### src/rtl/distributed_fifo_pkg.sv
// Shared types and sizing helpers for the distributed-RAM FIFO controller.
// Latency: n/a (declarations only).
// Backpressure: n/a.
// Contents: out_state_t (prefetch-register state), fifo_depth(), fifo_cnt_w().
package distributed_fifo_pkg;

  // State of the one-entry prefetch register that feeds rd_data.
  typedef enum logic {
    OUT_EMPTY = 1'b0,
    OUT_VALID = 1'b1
  } out_state_t;

  // RAM depth for a given address width.
  function automatic int fifo_depth(input int addr_width);
    return 1 << addr_width;
  endfunction

  // Width of the occupancy counters: must hold the RAM depth plus the
  // prefetch word (2**addr_width + 1), which fits in addr_width+1 bits.
  function automatic int fifo_cnt_w(input int addr_width);
    return addr_width + 1;
  endfunction

endpackage

### src/rtl/distributed_fifo_out_stage.sv
// Prefetch output stage: holds the head word so reads are first-word-fall-through.
// Latency: a word present in the RAM is loaded on the next edge; rd_data/rd_valid are registered.
// Backpressure: i_rd_en pops the head; a pop with nothing loaded is ignored.
// Ports:
//   clk, rst_n        clock, asynchronous active-low reset
//   i_flush           synchronous clear (beats i_rd_en)
//   i_rd_en           consumer pop request
//   i_ram_nonempty    RAM holds at least one word (from registered count)
//   i_ram_rd_data     combinational RAM read data at the read pointer
//   o_ld              load strobe: RAM head moves into the register this cycle
//   o_rd_valid        register holds a valid word
//   o_rd_data         register contents
module distributed_fifo_out_stage
  import distributed_fifo_pkg::*;
#(
  parameter int DATA_WIDTH = 8
) (
  input  logic                  clk,
  input  logic                  rst_n,
  input  logic                  i_flush,
  input  logic                  i_rd_en,
  input  logic                  i_ram_nonempty,
  input  logic [DATA_WIDTH-1:0] i_ram_rd_data,
  output logic                  o_ld,
  output logic                  o_rd_valid,
  output logic [DATA_WIDTH-1:0] o_rd_data
);

  out_state_t            r_state;
  out_state_t            w_state_nxt;
  logic [DATA_WIDTH-1:0] r_rd_data;

  always_ff @(posedge clk or negedge rst_n) begin
    if (!rst_n) begin
      r_state <= OUT_EMPTY;
    end else if (i_flush) begin
      r_state <= OUT_EMPTY;
    end else begin
      r_state <= w_state_nxt;
    end
  end

  always_comb begin
    w_state_nxt = r_state;
    o_ld        = 1'b0;
    // Refill whenever the register is free or being popped; flush suppresses
    // the load so pointer/count updates are blocked too.
    if (!i_flush && i_ram_nonempty && ((r_state == OUT_EMPTY) || i_rd_en)) begin
      o_ld = 1'b1;
    end
    case (r_state)
      OUT_EMPTY: begin
        if (o_ld) w_state_nxt = OUT_VALID;
      end
      OUT_VALID: begin
        if (o_ld)         w_state_nxt = OUT_VALID;
        else if (i_rd_en) w_state_nxt = OUT_EMPTY;
      end
      default: w_state_nxt = OUT_EMPTY;
    endcase
  end

  // Data holds its last value when the head is popped with no refill.
  always_ff @(posedge clk or negedge rst_n) begin
    if (!rst_n) begin
      r_rd_data <= '0;
    end else if (i_flush) begin
      r_rd_data <= '0;
    end else if (o_ld) begin
      r_rd_data <= i_ram_rd_data;
    end
  end

  assign o_rd_valid = (r_state == OUT_VALID);
  assign o_rd_data  = r_rd_data;

endmodule

### src/rtl/distributed_fifo_ctrl.sv
// Single-clock FIFO controller driving an external distributed SDP RAM (unregistered read).
// Latency: write at edge E into an empty FIFO is visible on rd_data after edge E+1; no bypass.
// Backpressure: full blocks writes (dropped); pops with rd_valid=0 are ignored.
// Ports: clk, rst_n, flush; write side wr_en/wr_data/full/almost_full;
//   read side rd_en/rd_data/rd_valid/almost_empty/data_count;
//   RAM side ram_wr_en/ram_wr_addr/ram_wr_data/ram_rd_addr/ram_rd_data.
// Optional: define DISTRIBUTED_FIFO_ERR_FLAG_EN to add sticky overflow/underflow outputs.
module distributed_fifo_ctrl
  import distributed_fifo_pkg::*;
#(
  parameter int ADDR_WIDTH       = 4,
  parameter int DATA_WIDTH       = 8,
  parameter int ALMOST_FULL_NUM  = 14,
  parameter int ALMOST_EMPTY_NUM = 2
) (
  input  logic                  clk,
  input  logic                  rst_n,
  input  logic                  flush,
  input  logic                  wr_en,
  input  logic [DATA_WIDTH-1:0] wr_data,
  output logic                  full,
  output logic                  almost_full,
  input  logic                  rd_en,
  output logic [DATA_WIDTH-1:0] rd_data,
  output logic                  rd_valid,
  output logic                  almost_empty,
  output logic [ADDR_WIDTH:0]   data_count,
  output logic                  ram_wr_en,
  output logic [ADDR_WIDTH-1:0] ram_wr_addr,
  output logic [DATA_WIDTH-1:0] ram_wr_data,
  output logic [ADDR_WIDTH-1:0] ram_rd_addr,
  input  logic [DATA_WIDTH-1:0] ram_rd_data
`ifdef DISTRIBUTED_FIFO_ERR_FLAG_EN
  ,
  output logic                  overflow,
  output logic                  underflow
`endif
);

  localparam int CNT_W = fifo_cnt_w(ADDR_WIDTH);
  localparam int DEPTH = fifo_depth(ADDR_WIDTH);

  localparam logic [CNT_W-1:0] DEPTH_CNT = CNT_W'(DEPTH);
  localparam logic [CNT_W-1:0] AF_THR    = CNT_W'(ALMOST_FULL_NUM);
  localparam logic [CNT_W-1:0] AE_THR    = CNT_W'(ALMOST_EMPTY_NUM);

  logic [ADDR_WIDTH-1:0] r_wr_ptr;
  logic [ADDR_WIDTH-1:0] r_rd_ptr;
  logic [CNT_W-1:0]      r_ram_count;

  logic                  w_full;
  logic                  w_we;
  logic                  w_ld;
  logic                  w_rd_valid;
  logic [CNT_W-1:0]      w_data_count;

  // Full comes from the registered count only, so a pop in a full cycle
  // frees the slot for writes one cycle later.
  assign w_full = (r_ram_count == DEPTH_CNT);
  assign w_we   = wr_en & ~w_full;

  distributed_fifo_out_stage #(
    .DATA_WIDTH (DATA_WIDTH)
  ) u_out_stage (
    .clk            (clk),
    .rst_n          (rst_n),
    .i_flush        (flush),
    .i_rd_en        (rd_en),
    .i_ram_nonempty (r_ram_count != '0),
    .i_ram_rd_data  (ram_rd_data),
    .o_ld           (w_ld),
    .o_rd_valid     (w_rd_valid),
    .o_rd_data      (rd_data)
  );

  // Pointers wrap naturally at 2**ADDR_WIDTH.
  always_ff @(posedge clk or negedge rst_n) begin
    if (!rst_n) begin
      r_wr_ptr    <= '0;
      r_rd_ptr    <= '0;
      r_ram_count <= '0;
    end else if (flush) begin
      r_wr_ptr    <= '0;
      r_rd_ptr    <= '0;
      r_ram_count <= '0;
    end else begin
      if (w_we) r_wr_ptr <= r_wr_ptr + ADDR_WIDTH'(1);
      if (w_ld) r_rd_ptr <= r_rd_ptr + ADDR_WIDTH'(1);
      r_ram_count <= r_ram_count + CNT_W'(w_we) - CNT_W'(w_ld);
    end
  end

  assign w_data_count = r_ram_count + CNT_W'(w_rd_valid);

  assign full         = w_full;
  assign almost_full  = (r_ram_count >= AF_THR);
  assign almost_empty = (w_data_count <= AE_THR);
  assign data_count   = w_data_count;
  assign rd_valid     = w_rd_valid;

  assign ram_wr_en    = w_we & ~flush;
  assign ram_wr_addr  = r_wr_ptr;
  assign ram_wr_data  = wr_data;
  assign ram_rd_addr  = r_rd_ptr;

`ifdef DISTRIBUTED_FIFO_ERR_FLAG_EN
  logic r_overflow;
  logic r_underflow;

  always_ff @(posedge clk or negedge rst_n) begin
    if (!rst_n) begin
      r_overflow  <= 1'b0;
      r_underflow <= 1'b0;
    end else if (flush) begin
      r_overflow  <= 1'b0;
      r_underflow <= 1'b0;
    end else begin
      if (wr_en & w_full)      r_overflow  <= 1'b1;
      if (rd_en & ~w_rd_valid) r_underflow <= 1'b1;
    end
  end

  assign overflow  = r_overflow;
  assign underflow = r_underflow;
`endif

endmodule
### config.mk
export PLATFORM = sky130hd
export DESIGN_NAME = distributed_fifo_ctrl
export DESIGN_NICKNAME = d
export VERILOG_FILES = /design/src/rtl/distributed_fifo_pkg.sv /design/src/rtl/distributed_fifo_out_stage.sv /design/src/rtl/distributed_fifo_ctrl.sv
export SDC_FILE = /design/constraint.sdc
export NUM_CORES = 1
export LEC_CHECK = 0
export CAP_MARGIN = 20
export CORE_MARGIN = 4
export CORE_UTILIZATION = 42
export DETAILED_ROUTE_END_ITERATION = 8
export GPL_ROUTABILITY_DRIVEN = 0
export GPL_TIMING_DRIVEN = 0
export PLACE_DENSITY = 0.79
export SLEW_MARGIN = 0
export SYNTH_ARGS = -nofsm -noshare
export SYNTH_HDL_FRONTEND = slang
export SYNTH_SLANG_ARGS = --single-unit
export TNS_END_PERCENT = 100
### constraint.sdc
create_clock -name clk -period 3.2 [get_ports clk]
set_input_delay 0.64 -clock clk [delete_from_list [all_inputs] [get_ports clk]]
set_output_delay 0.64 -clock clk [all_outputs]
set_load 0.02 [all_outputs]
# --- After elaboration in Yosys (flattened, before gate mapping) ---
# Index checks and enable logic that the tools add are counted.
word_totals:
  out_inout_bits: 34
  memories: 0
  inputBits: 21
  mem_bits_rw: 0
  romBits: 0
  latchBits: 0
  reg_bits: 22
classes:
  n_reduce_logical: 7
  n_bitwise: 5
  order_cmp: 2
  eq_ne: 1
  muxes: 13
  mul: 0
  add_sub_neg: 5
  div_mod_pow: 0
  n_shift: 0
ops:
  columns: ["operator", "n"]
  rows:
  - ["two-way mux 4 bit", 4]
  - ["two-way mux 8 bit", 2]
  - ["adder 5 x 1 -> 5 bit", 2]
  - ["adder 4 x 1 -> 4 bit (second input constant)", 2]
  - ["== test 5 bit (second input constant)", 1]
  - ["greater-or-equal comparator 5 x 4 -> 1 bit (second input constant)", 1]
  - ["less-or-equal comparator 5 x 2 -> 1 bit (second input constant)", 1]
  - ["two-way mux 1 bit", 5]
  - ["two-way mux 5 bit", 1]
  - ["nonzero test 5 bit", 1]
  - ["subtractor 5 x 1 -> 5 bit", 1]
  - ["nonzero test 2 bit", 2]
  - ["NOT 1 bit", 3]
  - ["AND 1 bit", 2]
  - ["logical AND 1 bit", 2]
  - ["case mux 1 bit (2 select lines)", 1]
  - ["logical NOT 1 bit", 1]
  - ["logical OR 1 bit", 1]

# --- Depth between registers and ports, before layout ---
# Gate-level depths: netlist of the first run.
logic_depth:
  word_depth: 7
  depth_mapped: 13
  mapped_depth_nobuf: 13

# --- By module ---
# Synthesis of the first run repeated with hierarchy kept, for this count alone.
hier_totals:
  hier_cells: 143
  area_unflattened_um2: 1431.4
by_module_without_submodules:
  columns: ["mod", "area_per_inst_um2", "seq_area_each_um2", "n_inst", "cells_per_inst"]
  rows:
  - ["distributed_fifo_ctrl", 945.9, 325.3, 1, 100]
  - ["distributed_fifo_out_stage", 485.5, 225.2, 1, 43]

# --- Worst setup path before layout of the first run ---
# No wires, ideal clock.
synth_timing:
  path_kind: "reg2out"
  from: "register u_out_stage.r_state (netlist: u_out_stage.o_rd_valid)"
  to: "output almost_empty"
  arrival_time_ps: 2295
  stages_incl_launch_ff: 5
  slack_ps: 265
  n_path_buf: 0
  required_time_ps: 2560
  path_cell_list: "dfrtp_1 -> ha_1 -> ha_1 -> xor2_1 -> a2111oi_0"
synth_via:
  elab_chain_cells: 2
synth_lines:
  columns: ["element", "line_no", "rtl"]
  rows:
  - ["start, declared", "distributed_fifo_out_stage.sv:29", "out_state_t r_state;"]
  - ["start signal, assigned", "distributed_fifo_out_stage.sv:39", "r_state <= w_state_nxt;"]
  - ["adder 5 x 1 -> 5 bit", "distributed_fifo_ctrl.sv:93", "assign w_data_count = r_ram_count + CNT_W'(w_rd_valid);"]
  - ["via data_count[2]", "distributed_fifo_ctrl.sv:27", "output logic [ADDR_WIDTH:0] data_count,"]
  - ["less-or-equal comparator 5 x 2 -> 1 bit", "distributed_fifo_ctrl.sv:97", "assign almost_empty = (w_data_count <= AE_THR);"]
  - ["end, declared", "distributed_fifo_ctrl.sv:26", "output logic almost_empty,"]
# The timed path passes the listed nets, and every way through them passes these cells.

# --- Worst setup path in the final report of the first run ---
layout_timing:
  from: "input flush"
  to: "output ram_wr_en"
layout_via:
  elab_chain_cells: 2
layout_lines:
  columns: ["element", "line_no", "rtl"]
  rows:
  - ["start, declared", "distributed_fifo_ctrl.sv:18", "input logic flush,"]
  - ["NOT 1 bit", "distributed_fifo_ctrl.sv:101", "assign ram_wr_en = w_we & ~flush;"]
  - ["AND 1 bit", "distributed_fifo_ctrl.sv:101", null]
  - ["end, declared", "distributed_fifo_ctrl.sv:28", "output logic ram_wr_en,"]
# No other way between the ends.

==> flow_metrics.env, run 1 <==
export IMPL_drt_total_wl_mm=2.82
export IMPL_clock_latency_ns=0.31
export IMPL_layout_commonest_cell="clkdlybuf4s50_1"
export IMPL_vias=1031
export IMPL_drt_iter0_drc=27
export IMPL_numPortBuffers=46
export IMPL_final_cell_mix="45 x clkdlybuf4s50_1, 22 x dfrtp_1, 17 x nor2_1"
export IMPL_hold_path_class="in -> async"
export IMPL_initial_core_util_pct=45.5
export IMPL_h_tree_depth=1
export IMPL_cp_data_required_time_ns=2.56
export IMPL_nets=215
export IMPL_hold_viol_final=0
export IMPL_leakage_nw=0.899
export IMPL_maxCapViolCount=0
export IMPL_ctsHoldBuffers=0
export IMPL_sequentialPowerShare_pct=29.0
export IMPL_startpoint_type="input port"
export IMPL_yosysSeqAreaShare_pct=42.4
export IMPL_p_per_area_mw_per_mm2=809
export IMPL_cts_resized=0
export IMPL_die_area_sq_mm=0.00405
export IMPL_synth_area_sq_mm=0.00130
export IMPL_synthToLayoutAreaGrowth_pct=44.8
export IMPL_grt_ovfl_total=0
export IMPL_synthCells=128
export IMPL_synth_mux_area_share_pct=6.17
export IMPL_p_switching_mw=0.609
export IMPL_syn_area_per_cell_sq_um=10.1
export IMPL_num_rows=19
export IMPL_placedInstanceArea_sq_mm=0.00180
export IMPL_grt_max_degree=23
export IMPL_p_int_mw=0.911
export IMPL_multi_input_area_sq_um=639
export IMPL_vias_per_cell=4.91
export IMPL_pwr_share_clk_pct=13.9
export IMPL_ir_worst_vdd_mv=0.495
export IMPL_run_status="completed"
export IMPL_root_buffer="clkbuf_4"
export IMPL_fill_cells=250
export IMPL_min_period_over_period_pct=91.2
export IMPL_fin_skew_ns=0.0130
export IMPL_synth_simple_area_share_pct=17.3
export IMPL_ys_warn_count=0
export IMPL_grt_antenna_before_repair=0
export IMPL_setup_tns_ns=0
export IMPL_synth_cell_types=25
export IMPL_clk_pin_slew_worst_paths_ns=0.13
export IMPL_final_area_sq_mm=0.00188
export IMPL_rsz0062_at_grt="false"
export IMPL_report_final_setup_viol=0
export IMPL_clockBufferDepth=2
export IMPL_die_h_microns=63.6
export IMPL_avgRoutedWirePerCell_microns=13.4
export IMPL_path_class="in -> out"
export IMPL_grtUsageTotal_pct=14.4
export IMPL_numCtsBuffers=3
export IMPL_place_hpwl_mm=2.25
export IMPL_io_pins=55
export IMPL_drive_above_1_share_pct=8.38
export IMPL_synth_compound_area_share_pct=4.91
export IMPL_crit_path_end_kind="output pin"
export IMPL_dr_pass1_iters=3
export IMPL_antennaDiodeCount=0
export IMPL_relSlewSlack_pct=69.4
export IMPL_p_comb_share_pct=57.1
export IMPL_grt_pass1_vias=1051
export IMPL_ant_nets=0
export IMPL_cts_tree="done"
export IMPL_syn_num_nets=163
export IMPL_ys_ff_latch=22
export IMPL_timing_fmax_mhz=343
export IMPL_synth_fa_ha_area_share_pct=14.1
export IMPL_drc=0
export IMPL_cts_sinks=22
export IMPL_slew_viol_final=0
export IMPL_critPathMaxFanout=10
export IMPL_dp_cells=205
export IMPL_core_area_sq_mm=0.00285
export IMPL_synth_top_family_by_area="simple AND/OR/NAND/NOR gates"
export IMPL_cp_arrival_ns=2.28
export IMPL_fin_crit_ns=2.92
export IMPL_regArea_sq_um=551
export IMPL_tightest_slew_ns=0.459
export IMPL_cts_setup_buffers=0
export IMPL_layout_cells_non_filler=210
export IMPL_grt_pass1_wl_mm=4.80
export IMPL_fin_hold_ws_ns=0.521
export IMPL_fp_dieW_microns=63.6
export IMPL_netSwitchingFraction_pct=40.1
export IMPL_synthXorXnorAreaFrac_pct=6.74
==> power groups by stage <==
| stage | Combinational [mW] | Sequential, mW | Clock [mW] |
|---|---|---|---|
| final | 0.868 | 0.441 | 0.211 |
| after global routing | 0.957 | 0.458 | 0.234 |
| after CTS | 0.880 | 0.443 | 0.217 |
| after detailed placement | 0.874 | 0.446 | 0 |
| after global placement | 0.848 | 0.442 | 0 |
| after floorplan | 0.494 | 0.495 | 0 |
==> layer usage <==
metal  vias to the layer above  track usage, %  wire, microns
li1                        517               -              -
met1                       475            17.9           1210
met2                        37            23.9           1360
met3                         2            5.15            240
met4                         0            3.23             12
met5                         -               0              0
==> cells by family after synthesis <==
family,Yosys count
flops,22
xor+xnor,10
simple gates,42
mux,8
buf+inv,21
fa+ha+maj,14
compound gates,11
==> final cells by class <==
class | count | area share, %
buffer | 11 | 3.79
clock buffer | 3 | 1.20
clock inverter | 1 | 1.60
inverter | 10 | 2.00
multi-input combinational | 85 | 34.0
sequential | 22 | 29.3
tap | 31 | 2.06
timing repair buffer | 47 | 26.1
==> sequential cells by signal, indices dropped and copies added (netlist names) <==
name,cells
u_out_stage.o_rd_data,8
r_ram_count,5
ram_rd_addr,4
ram_wr_addr,4
u_out_stage.o_rd_valid,1
==> worst max-delay path, stage by stage <==
cell and delay, ns:
clkdlybuf4s50_1 0.59, clkbuf_1 0.41, nor2_1 0.09, clkdlybuf4s50_1 0.55
==> stage by stage <==
stage	power [mW]	utilization [%]	worst slack [ns]
after floorplan	0.989	-	0.265
after global placement	1.29	63.0	0.152
after detailed placement	1.32	63.0	0.0682
after CTS	1.54	64.9	0.0642
after global routing	1.65	65.9	0.149
final	1.52	65.9	0.283
==> cells in the mapped netlist <==
cell type  instances  area (sq um)
a21oi_1            6          30.0
buf_4              8          60.1
o21bai_1           1          7.51
nor2_4             1          11.3
clkbuf_1           3          11.3
mux2i_1            8          80.1
a2111oi_0          1          8.76
inv_1             10          37.5
nor2b_1            4          25.0
and3_1             1          6.26
nor3_1             3          15.0
nand3_1            5          25.0
dfrtp_1           22           551
nor2_1            17          63.8
a21o_1             1          7.51
ha_1              13           163
xor2_1             4          35.0
nor4b_4            1          23.8
nand2_1            6          22.5
fa_1               1          20.0
o21ai_0            2          10.0
xnor2_1            6          52.6
nand4bb_1          1          11.3
nor3b_1            2          15.0
nand2b_1           1          6.26
==> worst paths after layout <==
path | slack, ns | cells after the start | to | start
setup / recovery | 0.28 | 4 | ram_wr_en | flush
hold / removal | 0.52 | 1 | r_ram_count[3] | rst_n
setup reg to reg | 0.38 | 13 | r_ram_count[4] | r_ram_count[2]
hold reg to reg | 0.53 | 2 | u_out_stage.o_rd_data[2] | u_out_stage.o_rd_data[2]
max in group asynchronous | 2.31 | 2 | u_out_stage.o_rd_data[2] | rst_n
min in group clk | 0.53 | 2 | u_out_stage.o_rd_data[2] | u_out_stage.o_rd_data[2]
No activity file was read; power rests on OpenSTA's default activity.
==> run 2, diff against run 1 <==
Settings changed: TNS_END_PERCENT 100 to not set.
==> results of run 2 <==
Same layout as run 1: the final DEF is identical, and so are final timing and power.
==> run 3, diff against run 2 <==
--- a/config.mk
+++ b/config.mk
@@ -14,2 +14,3 @@
 export PLACE_DENSITY = 0.79
+export RECOVER_POWER = 100
 export SLEW_MARGIN = 0
--- a/constraint.sdc
+++ b/constraint.sdc
@@ -3,2 +3,2 @@
 set_output_delay 0.64 -clock clk [all_outputs]
-set_load 0.02 [all_outputs]
+set_load 0.01 [all_outputs]
==> flow_metrics.env, run 3 (synthesis results as in run 1) <==
export IMPL_vias_per_cell=4.93
export IMPL_rsz0062_at_grt="false"
export IMPL_die_area_sq_mm=0.00405
export IMPL_drt_total_wl_mm=2.81
export IMPL_numCtsBuffers=3
export IMPL_holdPathEnd="u_out_stage.o_rd_data[2]"
export IMPL_numPortBuffers=46
export IMPL_drc=0
export IMPL_num_rows=19
export IMPL_path_class="in -> out"
export IMPL_p_per_area_mw_per_mm2=751
export IMPL_grt_pass1_wl_mm=4.80
export IMPL_slew_viol_final=0
export IMPL_drt_iter0_drc=30
export IMPL_fin_hold_ws_ns=0.524
export IMPL_hp_start="u_out_stage.o_rd_data[2]"
export IMPL_final_cell_mix="34 x dlygate4sd3_1, 21 x dfrtp_1, 18 x nor2_1"
export IMPL_layout_commonest_cell="dlygate4sd3_1"
export IMPL_hold_viol_final=0
export IMPL_startpoint_type="input port"
export IMPL_min_period_over_period_pct=95.1
export IMPL_ant_nets=0
export IMPL_reg2reg_from="r_ram_count[2]"
export IMPL_startpoint="flush"
export IMPL_report_final_setup_viol=0
export IMPL_antennaDiodeCount=0
export IMPL_largest_reg_flops=8
export IMPL_r2r_cells=13
export IMPL_nets=215
export IMPL_hold_path_cell_count=2
export IMPL_fin_crit_ns=3.04
export IMPL_timing_fmax_mhz=329
export IMPL_grt_pass1_vias=1051
export IMPL_ir_worst_vdd_mv=0.471
export IMPL_clockBufferDepth=2
export IMPL_root_buffer="clkbuf_4"
export IMPL_crit_path_end_kind="output pin"
export IMPL_fp_dieW_microns=63.6
export IMPL_cp_cell_sequence="dlygate4sd3_1 > clkbuf_1 > nor2_1 > dlygate4sd3_1"
export IMPL_r2r_end="r_ram_count[4]"
export IMPL_relSlewSlack_pct=26.3
export IMPL_dr_pass1_iters=3
export IMPL_ctsHoldBuffers=0
export IMPL_grtUsageTotal_pct=14.4
export IMPL_cp_data_required_time_ns=2.56
export IMPL_h_tree_depth=1
export IMPL_synthToLayoutAreaGrowth_pct=42.4
export IMPL_worst_path_largest_cell_delay_ns=0.66
export IMPL_maxCapViolCount=0
export IMPL_fin_skew_ns=0.0159
export IMPL_placedInstanceArea_sq_mm=0.00180
export IMPL_run_status="completed"
export IMPL_cp_arrival_ns=2.40
export IMPL_clock_latency_ns=0.31
export IMPL_core_area_sq_mm=0.00285
export IMPL_place_hpwl_mm=2.25
export IMPL_tightest_slew_ns=1.10
export IMPL_clk_pin_slew_worst_paths_ns=0.11
export IMPL_initial_core_util_pct=45.5
export IMPL_cts_resized=0
export IMPL_drive_above_1_share_pct=7.82
export IMPL_grt_max_degree=23
export IMPL_utilization_pct=64.8
export IMPL_cts_sinks=22
export IMPL_grt_antenna_before_repair=0
export IMPL_grt_ovfl_total=0
export IMPL_p_total_mw=1.39
export IMPL_io_pins=55
export IMPL_avgRoutedWirePerCell_microns=13.4
export IMPL_setup_tns_ns=0
export IMPL_cts_setup_buffers=0
export IMPL_crit_path_top_delay_cell="dlygate4sd3_1"
export IMPL_cts_tree="done"
export IMPL_hold_path_class="reg -> reg"
export IMPL_vias=1035
export IMPL_rrSetupSlack_ns=0.46
export IMPL_die_h_microns=63.6
export IMPL_cp_common_cell="dlygate4sd3_1"
export IMPL_critPathMaxFanout=10
export IMPL_final_area_sq_mm=0.00185
export IMPL_leakage_nw=0.933
==> run 3: metrics by stage <==
step                setup slack (ns)  std cells
finish                         0.156        210
global route                  0.0175        210
CTS                            0.132        209
detailed placement            0.0682        205
global placement               0.152        205
floorplan                      0.691        128
==> run 3: power by group <==
| part | total [mW] | switching, mW | internal [mW] |
|---|---|---|---|
| clock | 0.213 | 0.0864 | 0.127 |
| sequential | 0.439 | 0.0849 | 0.354 |
| combinational | 0.737 | 0.343 | 0.393 |
| total | 1.39 | 0.515 | 0.874 |
==> run 3: worst max-delay path by stage <==
stage | cells after the start | to
after floorplan | 13 | r_ram_count[4]
after global placement | 13 | r_ram_count[4]
after detailed placement | 13 | r_ram_count[4]
after CTS | 5 | almost_empty
after global routing | 5 | almost_empty
final | 4 | ram_wr_en
==> run 3: area by class of cell <==
class	instances	area (sq um)
fillers	253	1000
repair buffers	47	464
multi-input cells	85	633
well taps	31	38.8
inverters	10	37.5
clock inverters	1	30.0
plain buffers	11	71.3
flip-flops and latches	22	552
clock buffers	3	22.5
==> run 3: critical path, delay by kind of cell <==
| family | cells | cell delay [ns] |
|---|---|---|
| buf+inv | 3 | 1.68 |
| simple gates | 1 | 0.08 |
==> run 3: per-layer routing <==
metal	routed length (microns)	GRT usage [%]	part of all wire, %
met5	0	0	0
met4	12	3.23	0.43
met3	257	5.15	9.1
met2	1380	23.9	49
met1	1160	17.9	41
